===== config.mk =====
export PLATFORM = sky130hd
export DESIGN_NAME = cpu_controller_gen2_flat
export DESIGN_NICKNAME = d
export VERILOG_FILES = /design/src/rtl/cpu_controller_gen2_pkg.sv /design/src/rtl/cpu_controller_gen2_if.sv /design/src/rtl/cpu_controller_gen2_pc.sv /design/src/rtl/cpu_controller_gen2.sv /design/src/flat_wrapper.sv
export SDC_FILE = /design/constraint.sdc
export NUM_CORES = 1
export LEC_CHECK = 0
export BUFFER_PORTS_ARGS = -buffer_cell sky130_fd_sc_hd__buf_2
export CORE_MARGIN = 2
export CORE_UTILIZATION = 48
export DETAILED_ROUTE_END_ITERATION = 8
export GPL_TIMING_DRIVEN = 0
export HOLD_SLACK_MARGIN = 0.03
export PLACE_DENSITY = 0.92
export SYNTH_ARGS = -nofsm -noshare
export SYNTH_HDL_FRONTEND = slang
export SYNTH_SLANG_ARGS = --single-unit
export TNS_END_PERCENT = 1

===== constraint.sdc =====
create_clock -name Clk -period 3.6 [get_ports Clk]
set_input_delay 0.54 -clock Clk [delete_from_list [all_inputs] [get_ports Clk]]
set_output_delay 0.54 -clock Clk [all_outputs]
set_load 0.1 [all_outputs]

===== src/rtl/cpu_controller_gen2_pkg.sv =====
// Shared definitions for the second-generation CPU control unit:
// FSM state codes, opcode values and ALU operation selects.
package cpu_ctrl_pkg;

  typedef enum logic [3:0] {
    ST_INIT   = 4'd0,
    ST_FETCH  = 4'd1,
    ST_DECODE = 4'd2,
    ST_LOAD_A = 4'd3,
    ST_LOAD_B = 4'd4,
    ST_STORE  = 4'd5,
    ST_ADD    = 4'd6,
    ST_SUB    = 4'd7,
    ST_JUMP   = 4'd8,
    ST_HALT   = 4'd9
  } state_t;

  localparam logic [3:0] OP_NOOP  = 4'd0;
  localparam logic [3:0] OP_STORE = 4'd1;
  localparam logic [3:0] OP_LOAD  = 4'd2;
  localparam logic [3:0] OP_ADD   = 4'd3;
  localparam logic [3:0] OP_SUB   = 4'd4;
  localparam logic [3:0] OP_HALT  = 4'd5;
  localparam logic [3:0] OP_JMP   = 4'd6;
  localparam logic [3:0] OP_JZ    = 4'd7;

  localparam logic [2:0] ALU_PASS = 3'd0;
  localparam logic [2:0] ALU_ADD  = 3'd1;
  localparam logic [2:0] ALU_SUB  = 3'd2;

endpackage


===== src/rtl/cpu_controller_gen2_if.sv =====
// Instruction-memory fetch bus: the controller requests an address and the
// memory answers with a one-cycle valid pulse carrying the instruction.
interface cpu_controller_gen2_if #(
  parameter int PC_W    = 7,
  parameter int INSTR_W = 16
);
  logic               IMem_Req;
  logic [PC_W-1:0]    IMem_Addr;
  logic               IMem_Valid;
  logic [INSTR_W-1:0] IMem_Data;

  modport master (
    output IMem_Req,
    output IMem_Addr,
    input  IMem_Valid,
    input  IMem_Data
  );

  modport slave (
    input  IMem_Req,
    input  IMem_Addr,
    output IMem_Valid,
    output IMem_Data
  );
endinterface


===== src/rtl/cpu_controller_gen2_pc.sv =====
// Program counter: synchronous clear, parallel load and increment,
// with clear taking priority over load and load over increment.
module cpu_pc #(
  parameter int PC_W = 7
) (
  input  logic            clk,
  input  logic            clr,
  input  logic            ld,
  input  logic            up,
  input  logic [PC_W-1:0] ld_val,
  output logic [PC_W-1:0] pc
);

  localparam logic [PC_W-1:0] ONE = {{(PC_W-1){1'b0}}, 1'b1};

  always_ff @(posedge clk) begin
    if (clr)
      pc <= '0;
    else if (ld)
      pc <= ld_val;
    else if (up)
      pc <= pc + ONE;
  end

endmodule


===== src/rtl/cpu_controller_gen2.sv =====
// Control unit for the 16-bit CPU: PC, instruction register and control FSM
// fetching over a variable-latency req/valid instruction bus.
module cpu_controller_gen2
  import cpu_ctrl_pkg::*;
#(
  parameter  int PC_W    = 7,
  parameter  int RF_AW   = 4,
  localparam int INSTR_W = 4 + 3*RF_AW,
  localparam int D_AW    = 2*RF_AW
) (
  input  logic               Clk,
  input  logic               Rst,
  cpu_controller_gen2_if.master imem,
  input  logic               ALU_Zero,
  output logic [PC_W-1:0]    PC_Out,
  output logic [INSTR_W-1:0] IR_Out,
  output logic [3:0]         State_Out,
  output logic [3:0]         NextState_Out,
  output logic [D_AW-1:0]    D_Addr,
  output logic               D_Wr,
  output logic               RF_s,
  output logic               RF_W_en,
  output logic [RF_AW-1:0]   RF_Ra_Addr,
  output logic [RF_AW-1:0]   RF_Rb_Addr,
  output logic [RF_AW-1:0]   RF_W_Addr,
  output logic [2:0]         ALU_s,
  output logic               Halted,
  output logic               Illegal_Op
);

  state_t             state_q, state_d;
  logic [INSTR_W-1:0] ir_q;
  logic               z_q;
  logic               illegal_q;

  logic               ir_ld, pc_up, pc_ld, z_ld, illegal_set;
  logic [PC_W-1:0]    pc_q, jmp_tgt;

  logic [3:0]         op;
  logic [RF_AW-1:0]   f2, f1, f0;
  logic [D_AW-1:0]    addr;

  assign op   = ir_q[INSTR_W-1 -: 4];
  assign f2   = ir_q[3*RF_AW-1 -: RF_AW];
  assign f1   = ir_q[2*RF_AW-1 -: RF_AW];
  assign f0   = ir_q[RF_AW-1:0];
  assign addr = {f2, f1};

  // Jump target is the address field truncated or zero-extended to the PC.
  generate
    if (PC_W <= D_AW) begin : g_tgt_trunc
      assign jmp_tgt = addr[PC_W-1:0];
    end else begin : g_tgt_ext
      assign jmp_tgt = {{(PC_W-D_AW){1'b0}}, addr};
    end
  endgenerate

  cpu_pc #(.PC_W(PC_W)) u_pc (
    .clk    (Clk),
    .clr    (Rst || (state_q == ST_INIT)),
    .ld     (pc_ld),
    .up     (pc_up),
    .ld_val (jmp_tgt),
    .pc     (pc_q)
  );

  always_ff @(posedge Clk) begin
    if (Rst) begin
      state_q   <= ST_INIT;
      ir_q      <= '0;
      z_q       <= 1'b0;
      illegal_q <= 1'b0;
    end else begin
      state_q <= state_d;
      if (ir_ld)       ir_q      <= imem.IMem_Data;
      if (z_ld)        z_q       <= ALU_Zero;
      if (illegal_set) illegal_q <= 1'b1;
    end
  end

  always_comb begin
    state_d        = state_q;
    ir_ld          = 1'b0;
    pc_up          = 1'b0;
    pc_ld          = 1'b0;
    z_ld           = 1'b0;
    illegal_set    = 1'b0;
    imem.IMem_Req  = 1'b0;
    D_Addr         = '0;
    D_Wr           = 1'b0;
    RF_s           = 1'b0;
    RF_W_en        = 1'b0;
    RF_Ra_Addr     = '0;
    RF_Rb_Addr     = '0;
    RF_W_Addr      = '0;
    ALU_s          = ALU_PASS;
    Halted         = 1'b0;

    case (state_q)
      ST_INIT: state_d = ST_FETCH;
      ST_FETCH: begin
        imem.IMem_Req = 1'b1;
        if (imem.IMem_Valid) begin
          ir_ld   = 1'b1;
          pc_up   = 1'b1;
          state_d = ST_DECODE;
        end
      end
      ST_DECODE: begin
        case (op)
          OP_NOOP:  state_d = ST_FETCH;
          OP_STORE: state_d = ST_STORE;
          OP_LOAD:  state_d = ST_LOAD_A;
          OP_ADD:   state_d = ST_ADD;
          OP_SUB:   state_d = ST_SUB;
          OP_HALT:  state_d = ST_HALT;
          OP_JMP:   state_d = ST_JUMP;
          OP_JZ:    state_d = z_q ? ST_JUMP : ST_FETCH;
          default: begin
            illegal_set = 1'b1;
            state_d     = ST_FETCH;
          end
        endcase
      end
      // LOAD_A gives the synchronous data memory a cycle before the write.
      ST_LOAD_A, ST_LOAD_B: begin
        D_Addr    = addr;
        RF_s      = 1'b1;
        RF_W_Addr = f0;
        RF_W_en   = (state_q == ST_LOAD_B);
        state_d   = (state_q == ST_LOAD_A) ? ST_LOAD_B : ST_FETCH;
      end
      ST_STORE: begin
        D_Addr     = addr;
        RF_Ra_Addr = f0;
        D_Wr       = 1'b1;
        state_d    = ST_FETCH;
      end
      ST_ADD, ST_SUB: begin
        RF_Ra_Addr = f2;
        RF_Rb_Addr = f1;
        RF_W_Addr  = f0;
        RF_W_en    = 1'b1;
        ALU_s      = (state_q == ST_ADD) ? ALU_ADD : ALU_SUB;
        z_ld       = 1'b1;
        state_d    = ST_FETCH;
      end
      ST_JUMP: begin
        pc_ld   = 1'b1;
        state_d = ST_FETCH;
      end
      ST_HALT: Halted = 1'b1;
      default: state_d = ST_INIT;
    endcase
  end

  assign imem.IMem_Addr = pc_q;
  assign PC_Out         = pc_q;
  assign IR_Out         = ir_q;
  assign State_Out      = state_q;
  assign NextState_Out  = state_d;
  assign Illegal_Op     = illegal_q;

endmodule

===== src/flat_wrapper.sv =====
// flat-port wrapper written by rule: the top's interface ports become plain ports
module cpu_controller_gen2_flat import cpu_ctrl_pkg::*;
#(
  parameter  int PC_W    = 7,
  parameter  int RF_AW   = 4,
  localparam int INSTR_W = 4 + 3*RF_AW,
  localparam int D_AW    = 2*RF_AW
)
  (Clk, Rst, ALU_Zero, PC_Out, IR_Out, State_Out, NextState_Out, D_Addr, D_Wr, RF_s, RF_W_en, RF_Ra_Addr, RF_Rb_Addr, RF_W_Addr, ALU_s, Halted, Illegal_Op, imem_IMem_Req, imem_IMem_Addr, imem_IMem_Valid, imem_IMem_Data);
  cpu_controller_gen2_if #(.PC_W(PC_W)) imem_i ();
  input  logic Clk;
  input  logic Rst;
  input  logic ALU_Zero;
  output logic [PC_W-1:0] PC_Out;
  output logic [INSTR_W-1:0] IR_Out;
  output logic [3:0] State_Out;
  output logic [3:0] NextState_Out;
  output logic [D_AW-1:0] D_Addr;
  output logic D_Wr;
  output logic RF_s;
  output logic RF_W_en;
  output logic [RF_AW-1:0] RF_Ra_Addr;
  output logic [RF_AW-1:0] RF_Rb_Addr;
  output logic [RF_AW-1:0] RF_W_Addr;
  output logic [2:0] ALU_s;
  output logic Halted;
  output logic Illegal_Op;
  output wire logic [$bits(imem_i.IMem_Req)-1:0] imem_IMem_Req;
  output wire logic [$bits(imem_i.IMem_Addr)-1:0] imem_IMem_Addr;
  input wire logic [$bits(imem_i.IMem_Valid)-1:0] imem_IMem_Valid;
  input wire logic [$bits(imem_i.IMem_Data)-1:0] imem_IMem_Data;
  assign imem_IMem_Req = imem_i.IMem_Req;
  assign imem_IMem_Addr = imem_i.IMem_Addr;
  assign imem_i.IMem_Valid = imem_IMem_Valid;
  assign imem_i.IMem_Data = imem_IMem_Data;
  cpu_controller_gen2 #(.PC_W(PC_W), .RF_AW(RF_AW)) u_core (.Clk(Clk), .Rst(Rst), .imem(imem_i), .ALU_Zero(ALU_Zero), .PC_Out(PC_Out), .IR_Out(IR_Out), .State_Out(State_Out), .NextState_Out(NextState_Out), .D_Addr(D_Addr), .D_Wr(D_Wr), .RF_s(RF_s), .RF_W_en(RF_W_en), .RF_Ra_Addr(RF_Ra_Addr), .RF_Rb_Addr(RF_Rb_Addr), .RF_W_Addr(RF_W_Addr), .ALU_s(ALU_s), .Halted(Halted), .Illegal_Op(Illegal_Op));
endmodule

-- Word level (Yosys, flattened, before mapping)
Index checks and enable logic that the tools add are counted.
- logic and storage cells: 56
- register bits after elaboration: 29
- output and inout port bits: 67
- add/sub/neg operators: 1
- equality and inequality tests: 16
- reduce and logical (&&, ||, !) cells: 10
- mux-type cells: 24
- operator list (cell ; number):
    == test 4 x 3 -> 1 bit, second input constant ; 8
    one-hot mux 4 bit (7 select lines) ; 1
    one-hot mux 4 bit (5 select lines) ; 1
    == test 4 x 2 -> 1 bit, second input constant ; 4
    two-way mux 4 bit ; 4
    two-way mux 7 bit ; 2
    two-way mux 1 bit ; 10
    == test 4 x 1 -> 1 bit, second input constant ; 2
    == test 4 bit, second input constant ; 2
    zero test 4 bit ; 2
    two-way mux 8 bit ; 1
    one-hot mux 4 bit (2 select lines) ; 1
    OR reduction 8 bit ; 1
    adder 7 x 1 -> 7 bit, second input constant ; 1
    two-way mux 3 bit ; 2
    OR reduction 5 bit ; 1
    OR reduction 2 bit ; 2
    OR reduction 4 bit ; 1
    OR reduction 3 bit ; 1
    two-way mux 2 bit ; 1
    one-hot mux 1 bit (2 select lines) ; 1
    nonzero test 2 bit ; 1
    logical OR 1 bit ; 1

-- Depth between registers and ports, before layout
Gate-level depths: netlist of the first run.
- depth after elaboration: 4
- gate-level depth with buffers: 7
- depth with buffers taken out: 5

-- By module
From an unflattened synthesis of the first run, not the netlist that was laid out.
- cells, all modules: 207
- area, all modules: 1806.7 µm²
- modules (own cells, without submodules) (module ; sequential area each (µm²) ; cells an instance ; times used ; area an instance (µm²)):
    cpu_controller_gen2 ; 440.4 ; 166 ; 1 ; 1456.4
    cpu_pc ; 140.1 ; 41 ; 1 ; 350.3

-- Worst setup path after synthesis of the first run
OpenSTA, ideal clock, no wires.
- path kind: flip-flop to output port
- start point: register u_core.ir_q[12], in the netlist u_core.IR_Out[12]
- end point: output port NextState_Out[0]
- required time: 3060 ps
- slack: -1855 ps
- cell stages (with the launch flop): 4
- arrival: 4915 ps
- path through: dfxtp_1 -> and3b_1 -> nor4b_1 -> o311ai_0
- cells in the longest elaborated chain, start to end: 3
- elaborated cells on any way between the ends: 9
- classes of those cells: 7 x eq/ne; 2 x mux
- RTL lines (element ; RTL line ; text):
    start: declaration ; cpu_controller_gen2.sv:32 ; logic [INSTR_W-1:0] ir_q;
    start signal: assignment ; cpu_controller_gen2.sv:75 ; if (ir_ld) ir_q <= imem.IMem_Data;
    == test 4 x 3 -> 1 bit (tied with other cells) ; cpu_controller_gen2.sv:110 ; case (op)
    one-hot mux 4 bit (7 select lines) (*) ; cpu_controller_gen2.sv:110 ;
    one-hot mux 4 bit (5 select lines) (*) ; cpu_controller_gen2.sv:99 ; case (state_q)
    end: declaration ; flat_wrapper.sv:17 ; output logic [3:0] NextState_Out;
Mark *: on every way between the ends. The rest lies on a longest branch, timed or not.

-- Worst setup path in the final report of the first run
- start point: register u_core.state_q[0], in the netlist u_core.State_Out[0]
- end point: output port D_Addr[7]
- cells in the longest elaborated chain, start to end: 3
- elaborated cells on any way between the ends: 5
- classes of those cells: 3 x eq/ne; 1 x mux; 1 x reduce/logical
- RTL lines (element ; RTL line ; text):
    start: declaration ; cpu_controller_gen2.sv:31 ; state_t state_q, state_d;
    start signal: assignment ; cpu_controller_gen2.sv:74 ; state_q <= state_d;
    == test 4 x 3 -> 1 bit or == test 4 x 2 -> 1 bit (tied branches) ; cpu_controller_gen2.sv:99 ;
    OR reduction 3 bit (no source line) (*) ; n/a ;
    two-way mux 8 bit (*) ; cpu_controller_gen2.sv:99 ;
    end: declaration ; flat_wrapper.sv:18 ; output logic [D_AW-1:0] D_Addr;
Marked as above.

==> results.tsv, run 1 <==
stage	metric	value	unit
grt	vias in the first global route	1695	
route	WL final	4545	um
grt	met3 layer usage reported by global route	6.847	%
synth	cell type with the largest total area after synthesis	sky130_fd_sc_hd__dfxtp_1	
synth	Post-Synthesis Mean Instance Area	7.433	sq um
grt	antenna violations before repair	0	
setup_path	Largest delay share family, worst path	buffers and inverters	
setup_path	CP max-delay cell	sky130_fd_sc_hd__a21oi_1	
setup_path	Data required, critical path	3.06	ns
setup_path	worst r2r src	u_core.State_Out[0]	
synth	fraction of synthesized cell area taken by the top area cell type	35.50	%
grt	GR Layer Usage met1	29.42	%
pwr	total power divided by cell area	364.5	nW/um^2
place	weighted congestion reported at the end of routability-driven placement	0.9325	
timing	Final Hold Violating Endpoints	0	
setup_path	Data arrival, critical path	2.51	ns
synth	main area contributors after synthesis	sky130_fd_sc_hd__dfxtp_1 36%, sky130_fd_sc_hd__nand2_1 11%, sky130_fd_sc_hd__a21oi_1 8.6%	
setup_path	Largest stage delay, worst path	0.46	ns
final_layout	utilization after layout	66.48	%
setup_path	CP most frequent cell	sky130_fd_sc_hd__buf_2	
worst_hold_path	Worst Hold Launch	imem_IMem_Data[14]	
die	placeable core region	3311	sq um
clock_tree	TritonCTS buffer count	5	
pwr	share of total power in combinational logic	28.7	%
final_layout	most common cell after layout, fill and taps aside	sky130_fd_sc_hd__buf_2	
final_layout	area growth from synthesis to final layout	34.58	%
clock_tree	buffers from clock root to sink, at most	2	
final_layout	layout cells sized above 1	35.46	%
synth	Synth Net Count	241	
job	# Max-Cap Violations	0	
die	die area	3890	sq um
grt	global routing usage summed across all routing layers	24.73	%
route	Vias per Instance	5.164	
final_layout	fin cells	359	
grt	global routing met2 resource utilization	41.58	%
setup_path	kind of critical path	reg2out	
place	cell count after placement	351	
clock_tree	clock network latency to the later pin of the worst-skew pair	0.34	ns
grt	first-pass GRT wire length	7707	um
pwr	worst IR drop on VDD	0.2357	mV
timing	unrepaired setup endpoints after global routing	false	
synth	post-synthesis async set-or-reset flop share	0	%
clock_tree	cell chosen for the clock root	sky130_fd_sc_hd__clkbuf_4	
timing	setup clock skew after layout	0.005664	ns
timing	Worst Tran Pin Value	1.200	ns
timing	headroom to the max-slew limit	18.93	%
timing	highest attainable clock frequency	0.3283	GHz
synth	area of the mapped netlist	1635	sq um
clock_tree	register clock-pin slew on the reported worst setup and hold paths	0.09	ns
place	Post-DP HPWL	3515	um
grt	GR peak layer	met2	
clock_tree	count of instances resized after the clock tree is built	0	
route	post-route antenna net violation count	0	
synth	flip-flop and latch count after synthesis	29	
pwr	cell internal pwr	0.4895	mW
synth	post-synthesis cell type count	41	
setup_path	start point of the critical path	u_core.State_Out[0]	
grt	largest net degree at the start of global routing	11	
die	Die H	62.37	um
synth	Most used DFF post-synth	sky130_fd_sc_hd__dfxtp_1	
pwr	P_sw	0.3127	mW
pwr	proportion of power drawn by flip-flops and latches	43.2	%
timing	fin. max-slew vios	0	
setup_path	type of origin of the critical path	register	
synth	number of synthesized flops with an enable pin	0	
route	number of violations reported at the end of detailed-routing iteration 0	100	
synth	number of synthesis warnings	0	
route	count of unresolved DRC violations after routing	0	
die	Initial Utilization	49.40	%
setup_path	ordered list of cells on the worst path	buf_2, buf_1, nand3_1, a21oi_1, and2_1, buf_2	
grt	GRT overflow	0	
synth	number of instances in the synthesized netlist	220	
timing	post-route minimum period	3.046	ns
clock_tree	CTS Hold Bufs	0	
pwr	switching portion of total power	38.98	%
status	status	completed	
clock_tree	TritonCTS clock tree	done	
route	iteration count of the initial detailed-routing pass	4	
setup_path	critical path capture point type	output port	
worst_hold_path	worst min-delay path category	in2reg	
pwr	part of the power in the clock network	28.1	%
synth	sequential share of the synthesized area	35.50	%
clock_tree	number of setup buffers added after CTS	0	
route	number of vias after detailed routing	1854	
clock_tree	TritonCTS sink count	29	
final_layout	# nets final	333	
clock_tree	H-tree lvl count	2	
timing	final number of setup-violating endpoints	0	
place	number of port buffers	85	
pwr	static leakage power	1.104	nW
timing	final worst-path cycle share	84.62	%
die	die outline width	62.37	um
setup_path	total buffers and inverters traversed by the critical path	3	
die	site row count	21	
die	IO Count	87	
final_layout	antenna diode count	0	
final_layout	most frequent cells in the layout	88 x sky130_fd_sc_hd__buf_2, 46 x sky130_fd_sc_hd__nand2_1, 29 x sky130_fd_sc_hd__dfxtp_1	
setup_path	Max Fanout on Critical Path	10	
route	wire per inst	12.66	um
==> cell type report <==
type,instances,area (sq um)
Tap cell,46,57.56
Timing Repair Buffer,85,425.4
Clock inverter,1,5.005
Inverter,6,22.52
Sequential cell,29,580.6
Multi-Input combinational cell,164,920.9
Fill cell,304,1110
Buffer,21,123.9
Clock buffer,7,65.06
==> synthesized netlist by cell type (2+ instances only) <==
cell	number
sky130_fd_sc_hd__nand2_1	46
sky130_fd_sc_hd__dfxtp_1	29
sky130_fd_sc_hd__a21oi_1	28
sky130_fd_sc_hd__nor2_1	20
sky130_fd_sc_hd__and2_1	16
sky130_fd_sc_hd__buf_4	9
sky130_fd_sc_hd__clkbuf_1	7
sky130_fd_sc_hd__inv_1	6
sky130_fd_sc_hd__nand3_1	6
sky130_fd_sc_hd__and3_1	5
sky130_fd_sc_hd__a2bb2oi_1	3
sky130_fd_sc_hd__buf_2	3
sky130_fd_sc_hd__nor3_1	3
sky130_fd_sc_hd__or3_1	3
sky130_fd_sc_hd__a31oi_1	2
sky130_fd_sc_hd__a32oi_1	2
sky130_fd_sc_hd__mux2i_1	2
sky130_fd_sc_hd__nand2b_1	2
sky130_fd_sc_hd__nand3b_1	2
sky130_fd_sc_hd__nand4_1	2
sky130_fd_sc_hd__nor2b_1	2
sky130_fd_sc_hd__nor4b_4	2
sky130_fd_sc_hd__o41ai_1	2
==> worst reg2reg max path, delay by kind of cell, from the launching register on <==
kind | cells | cell delay [ns]
flops | 1 | 0.33
buf+inv | 3 | 0.78
simple gates | 3 | 0.62
compound gates | 1 | 0.07
==> kinds of logic after synthesis <==
family / after synthesis / share of synthesized area [%]
simple gates: 114 / 35.73
mux: 2 / 1.224
buf+inv: 27 / 8.951
fa+ha+maj: 1 / 0.7650
compound gates: 45 / 17.06
flops: 29 / 35.50
xor+xnor: 1 / 0.5357
other cells: 1 / 0.2293
==> per-layer routing <==
metal  part of all wire (%)  up-vias
li1                       -      926
met3                    7.8       14
met2                     49       76
met4                    2.5        0
met5                      0        -
met1                     41      838
==> power groups by stage <==
stage / clock (mW) / combinational (mW) / sequential [mW]
final: 0.225 / 0.230 / 0.347
after detailed placement: 0 / 0.229 / 0.354
after global routing: 0.249 / 0.243 / 0.350
after CTS: 0.230 / 0.230 / 0.347
after global placement: 0 / 0.227 / 0.354
after floorplan: 0 / 0.106 / 0.433
==> sequential cells by signal, indices dropped and copies added, names as in the netlist <==
signal / count
u_core.Illegal_Op: 1
u_core.u_pc.pc: 7
u_core.State_Out: 4
u_core.z_q: 1
u_core.IR_Out: 16
==> stage by stage <==
step                      setup TNS (ns)  worst slack, ns  power (mW)  hold slack (ns)  cell area (sq um)
after floorplan                   -2.464          -0.6532      0.5391           0.4693               1648
after global routing                   0           0.3324      0.8410           0.4306               2201
after detailed placement               0           0.9062      0.5832           0.4844               2131
after global placement                 0           0.9452      0.5804           0.4748               2131
final                                  0           0.5538      0.8023           0.4350               2201
after CTS                              0           0.5421      0.8064           0.4271               2201
==> path summary, 6_finish.rpt <==
| check | to | slack (ns) | cells after the start |
|---|---|---|---|
| max | D_Addr[7] | 0.55 | 6 |
| min | u_core.IR_Out[14] | 0.43 | 3 |
| max reg2reg | u_core.IR_Out[13] | 1.68 | 7 |
| min reg2reg | u_core.IR_Out[1] | 0.50 | 2 |
Power figures use the tool's default switching activity.
==> run 2: changes to the inputs <==
--- a/config.mk
+++ b/config.mk
@@ -7,11 +7,11 @@
 export LEC_CHECK = 0
 export BUFFER_PORTS_ARGS = -buffer_cell sky130_fd_sc_hd__buf_2
 export CORE_MARGIN = 2
-export CORE_UTILIZATION = 48
+export CORE_UTILIZATION = 40
 export DETAILED_ROUTE_END_ITERATION = 8
 export GPL_TIMING_DRIVEN = 0
 export HOLD_SLACK_MARGIN = 0.03
-export PLACE_DENSITY = 0.92
+export PLACE_DENSITY = 0.82
 export SYNTH_ARGS = -nofsm -noshare
 export SYNTH_HDL_FRONTEND = slang
 export SYNTH_SLANG_ARGS = --single-unit
==> constraint.sdc (replaced) <==
create_clock -name Clk -period 2.7 [get_ports Clk]
set_input_delay 0.405 -clock Clk [delete_from_list [all_inputs] [get_ports Clk]]
set_output_delay 0.405 -clock Clk [all_outputs]
set_load 0.1 [all_outputs]
==> run 2 against run 1 <==
  * Via count decreased by 1.8%
  * Die area increased by 19%
  * Worst setup slack got worse by 0.38 ns
  * Final cell count increased by 1.1%
  * Sequential power increased by 33%
  * Non-clock buffer count unchanged
  * Core utilization decreased by 7.7 points
  * Count of clock-buffer cells in the layout unchanged
  * Critical endpoint is now NextState_Out[1]
  * Largest cell class unchanged
==> results.tsv, run 2 (synthesis gave the netlist of run 1 again) <==
stage	metric	value	unit	change
final_layout	fill cell total of the finished layout	388		was 304
grt	largest net degree at the start of global routing	11		unchanged
final_layout	layout cells sized above 1	41.21	%	was 35.46%
final_layout	area growth from synthesis to final layout	42.85	%	was 34.58%
die	IO Count	87		unchanged
route	count of unresolved DRC violations after routing	0		unchanged
setup_path	type of origin of the critical path	register		unchanged
clock_tree	cell chosen for the clock root	sky130_fd_sc_hd__clkbuf_8		was sky130_fd_sc_hd__clkbuf_4
clock_tree	TritonCTS sink count	29		unchanged
clock_tree	CTS Hold Bufs	0		unchanged
job	# Max-Cap Violations	0		unchanged
timing	setup clock skew after layout	0.004883	ns	was 0.005664 ns
final_layout	most common cell after layout, fill and taps aside	sky130_fd_sc_hd__buf_2		unchanged
die	Initial Utilization	41.18	%	was 49.40%
clock_tree	buffers from clock root to sink, at most	2		unchanged
final_layout	final cell area excluding filler cells	2336	sq um	was 2201 sq um
clock_tree	TritonCTS clock tree	done		unchanged
final_layout	flip-flop and latch area	586.8	sq um	was 580.6 sq um
route	WL final	4659	um	was 4545 um
die	Die H	67.94	um	was 62.37 um
setup_path	Data arrival, critical path	2.13	ns	was 2.51 ns
route	Vias per Instance	5.014		was 5.164
timing	Worst Tran Pin Value	1.200	ns	about the same
setup_path	critical path capture point type	output port		unchanged
grt	vias in the first global route	1567		was 1,695
final_layout	flip-flop count of the largest register after layout	16		unchanged
clock_tree	clock network latency to the later pin of the worst-skew pair	0.28	ns	was 0.34 ns
die	die area	4616	sq um	was 3890 sq um
route	post-route antenna net violation count	0		unchanged
timing	final number of setup-violating endpoints	0		unchanged
place	weighted congestion reported at the end of routability-driven placement	0.8160		was 0.9325
place	number of port buffers	85		unchanged
place	cell area after placement	2198	sq um	was 2131 sq um
place	cell count after placement	355		was 351
grt	global routing usage summed across all routing layers	20.91	%	was 24.73%
route	number of vias after detailed routing	1820		was 1,854
pwr	static leakage power	1.126	nW	was 1.104 nW
route	wire per inst	12.83	um	was 12.66 um
status	status	completed		unchanged
pwr	total power divided by cell area	502.9	nW/um^2	was 364.5 nW/um^2
clock_tree	H-tree lvl count	2		unchanged
final_layout	utilization after layout	58.82	%	was 66.48%
final_layout	antenna diode count	0		unchanged
route	number of violations reported at the end of detailed-routing iteration 0	76		was 100
timing	highest attainable clock frequency	0.3952	GHz	
setup_path	count of cells along the worst register-to-register path	7		unchanged
place	Post-DP HPWL	3590	um	was 3515 um
setup_path	Data required, critical path	2.30	ns	was 3.06 ns
route	iteration count of the initial detailed-routing pass	4		unchanged
final_layout	fin cells	363		was 359
final_layout	area occupied by multi-input gates	983.4	sq um	was 920.9 sq um
timing	Final Hold Violating Endpoints	0		unchanged
clock_tree	TritonCTS buffer count	5		unchanged
setup_path	Max Fanout on Critical Path	10		unchanged
timing	post-route minimum period	2.530	ns	
timing	headroom to the max-slew limit	18.96	%	was 18.93%
final_layout	most frequent cells in the layout	78 x sky130_fd_sc_hd__buf_2, 46 x sky130_fd_sc_hd__nand2_1, 26 x sky130_fd_sc_hd__dfxtp_1		was 88 x sky130_fd_sc_hd__buf_2, 46 x sky130_fd_sc_hd__nand2_1, 29 x sky130_fd_sc_hd__dfxtp_1
final_layout	# nets final	333		unchanged
grt	first-pass GRT wire length	7120	um	was 7707 um
worst_hold_path	count of cells along the worst hold path	3		unchanged
die	die outline width	67.94	um	was 62.37 um
pwr	worst IR drop on VDD	0.2946	mV	was 0.2357 mV
timing	fin. max-slew vios	0		unchanged
clock_tree	register clock-pin slew on the reported worst setup and hold paths	0.06	ns	was 0.09 ns
worst_hold_path	worst min-delay path category	in2reg		unchanged
grt	antenna violations before repair	0		unchanged
die	site row count	23		was 21
timing	unrepaired setup endpoints after global routing	false		unchanged
timing	Worst Hold Slack	0.3560	ns	was 0.4350 ns
timing	final worst-path cycle share	93.71	%	
setup_path	kind of critical path	reg2out		unchanged
die	placeable core region	3971	sq um	was 3311 sq um
grt	GRT overflow	0		unchanged
run 2: cell count changes in the layout (fill, tap and decap cells not counted), moves of 2 or more:
cell                       change
sky130_fd_sc_hd__a21oi_2       +3
sky130_fd_sc_hd__nor2_1        -8
sky130_fd_sc_hd__buf_4         +2
sky130_fd_sc_hd__dfxtp_2       +2
sky130_fd_sc_hd__buf_2        -10
sky130_fd_sc_hd__a21oi_1       -3
sky130_fd_sc_hd__dfxtp_1       -3
sky130_fd_sc_hd__nor2_2        +8
sky130_fd_sc_hd__clkbuf_4      +4
sky130_fd_sc_hd__clkbuf_8      +5
run 2: repair_timing:
action,CTS,global route
setup buffers,0,0
gates resized for setup,4,13
pin swaps,0,0
setup endpoints to repair,11,14
run 2: per-layer routing:
layer	routed length (um)	GRT usage, %	vias to the layer above
met3	337	6.414	9
li1	-	-	925
met4	106	10.75	0
met1	1962	24.12	817
met5	0	0	-
met2	2253	34.71	69
run 2: layout make-up:
class,instances,area share (%)
sequential,29,25.12
timing repair buffer,85,19.39
buffer,21,5.410
clock inverter,1,0.2142
clock buffer,7,4.124
multi-input combinational,164,42.10
inverter,6,0.9641
tap,50,2.678
run 2: worst max-delay path, stage by stage (launching register included):
cell	delay (ns)
sky130_fd_sc_hd__dfxtp_4	0.33
sky130_fd_sc_hd__buf_2	0.24
sky130_fd_sc_hd__nor4b_4	0.35
sky130_fd_sc_hd__nand2_1	0.15
sky130_fd_sc_hd__clkbuf_1	0.30
sky130_fd_sc_hd__o41ai_4	0.13
sky130_fd_sc_hd__buf_4	0.35
run 2: per-stage QoR:
| stage | setup slack [ns] | setup TNS, ns | total power, mW |
|---|---|---|---|
| after CTS | 0.03768 | 0 | 1.179 |
| after global routing | 0.02543 | 0 | 1.222 |
| after detailed placement | 0.05612 | 0 | 0.7872 |
| after floorplan | -0.3800 | -4.556 | 0.7274 |
| final | 0.1698 | 0 | 1.175 |
| after global placement | 0.05904 | 0 | 0.7843 |
run 2: worst paths after layout:
kind / start / end / slack, ns
max: u_core.State_Out[0] / NextState_Out[1] / 0.17
min: imem_IMem_Data[14] / u_core.IR_Out[14] / 0.36
max reg2reg: u_core.State_Out[0] / u_core.IR_Out[6] / 0.69
min reg2reg: u_core.IR_Out[0] / u_core.IR_Out[0] / 0.49
run 2: where the power goes:
| part | leakage, nW | internal, mW | total (mW) | switching, mW |
|---|---|---|---|---|
| clock network | 0.0542 | 0.230 | 0.396 | 0.166 |
| logic | 0.835 | 0.0640 | 0.316 | 0.252 |
| registers | 0.237 | 0.444 | 0.463 | 0.0199 |
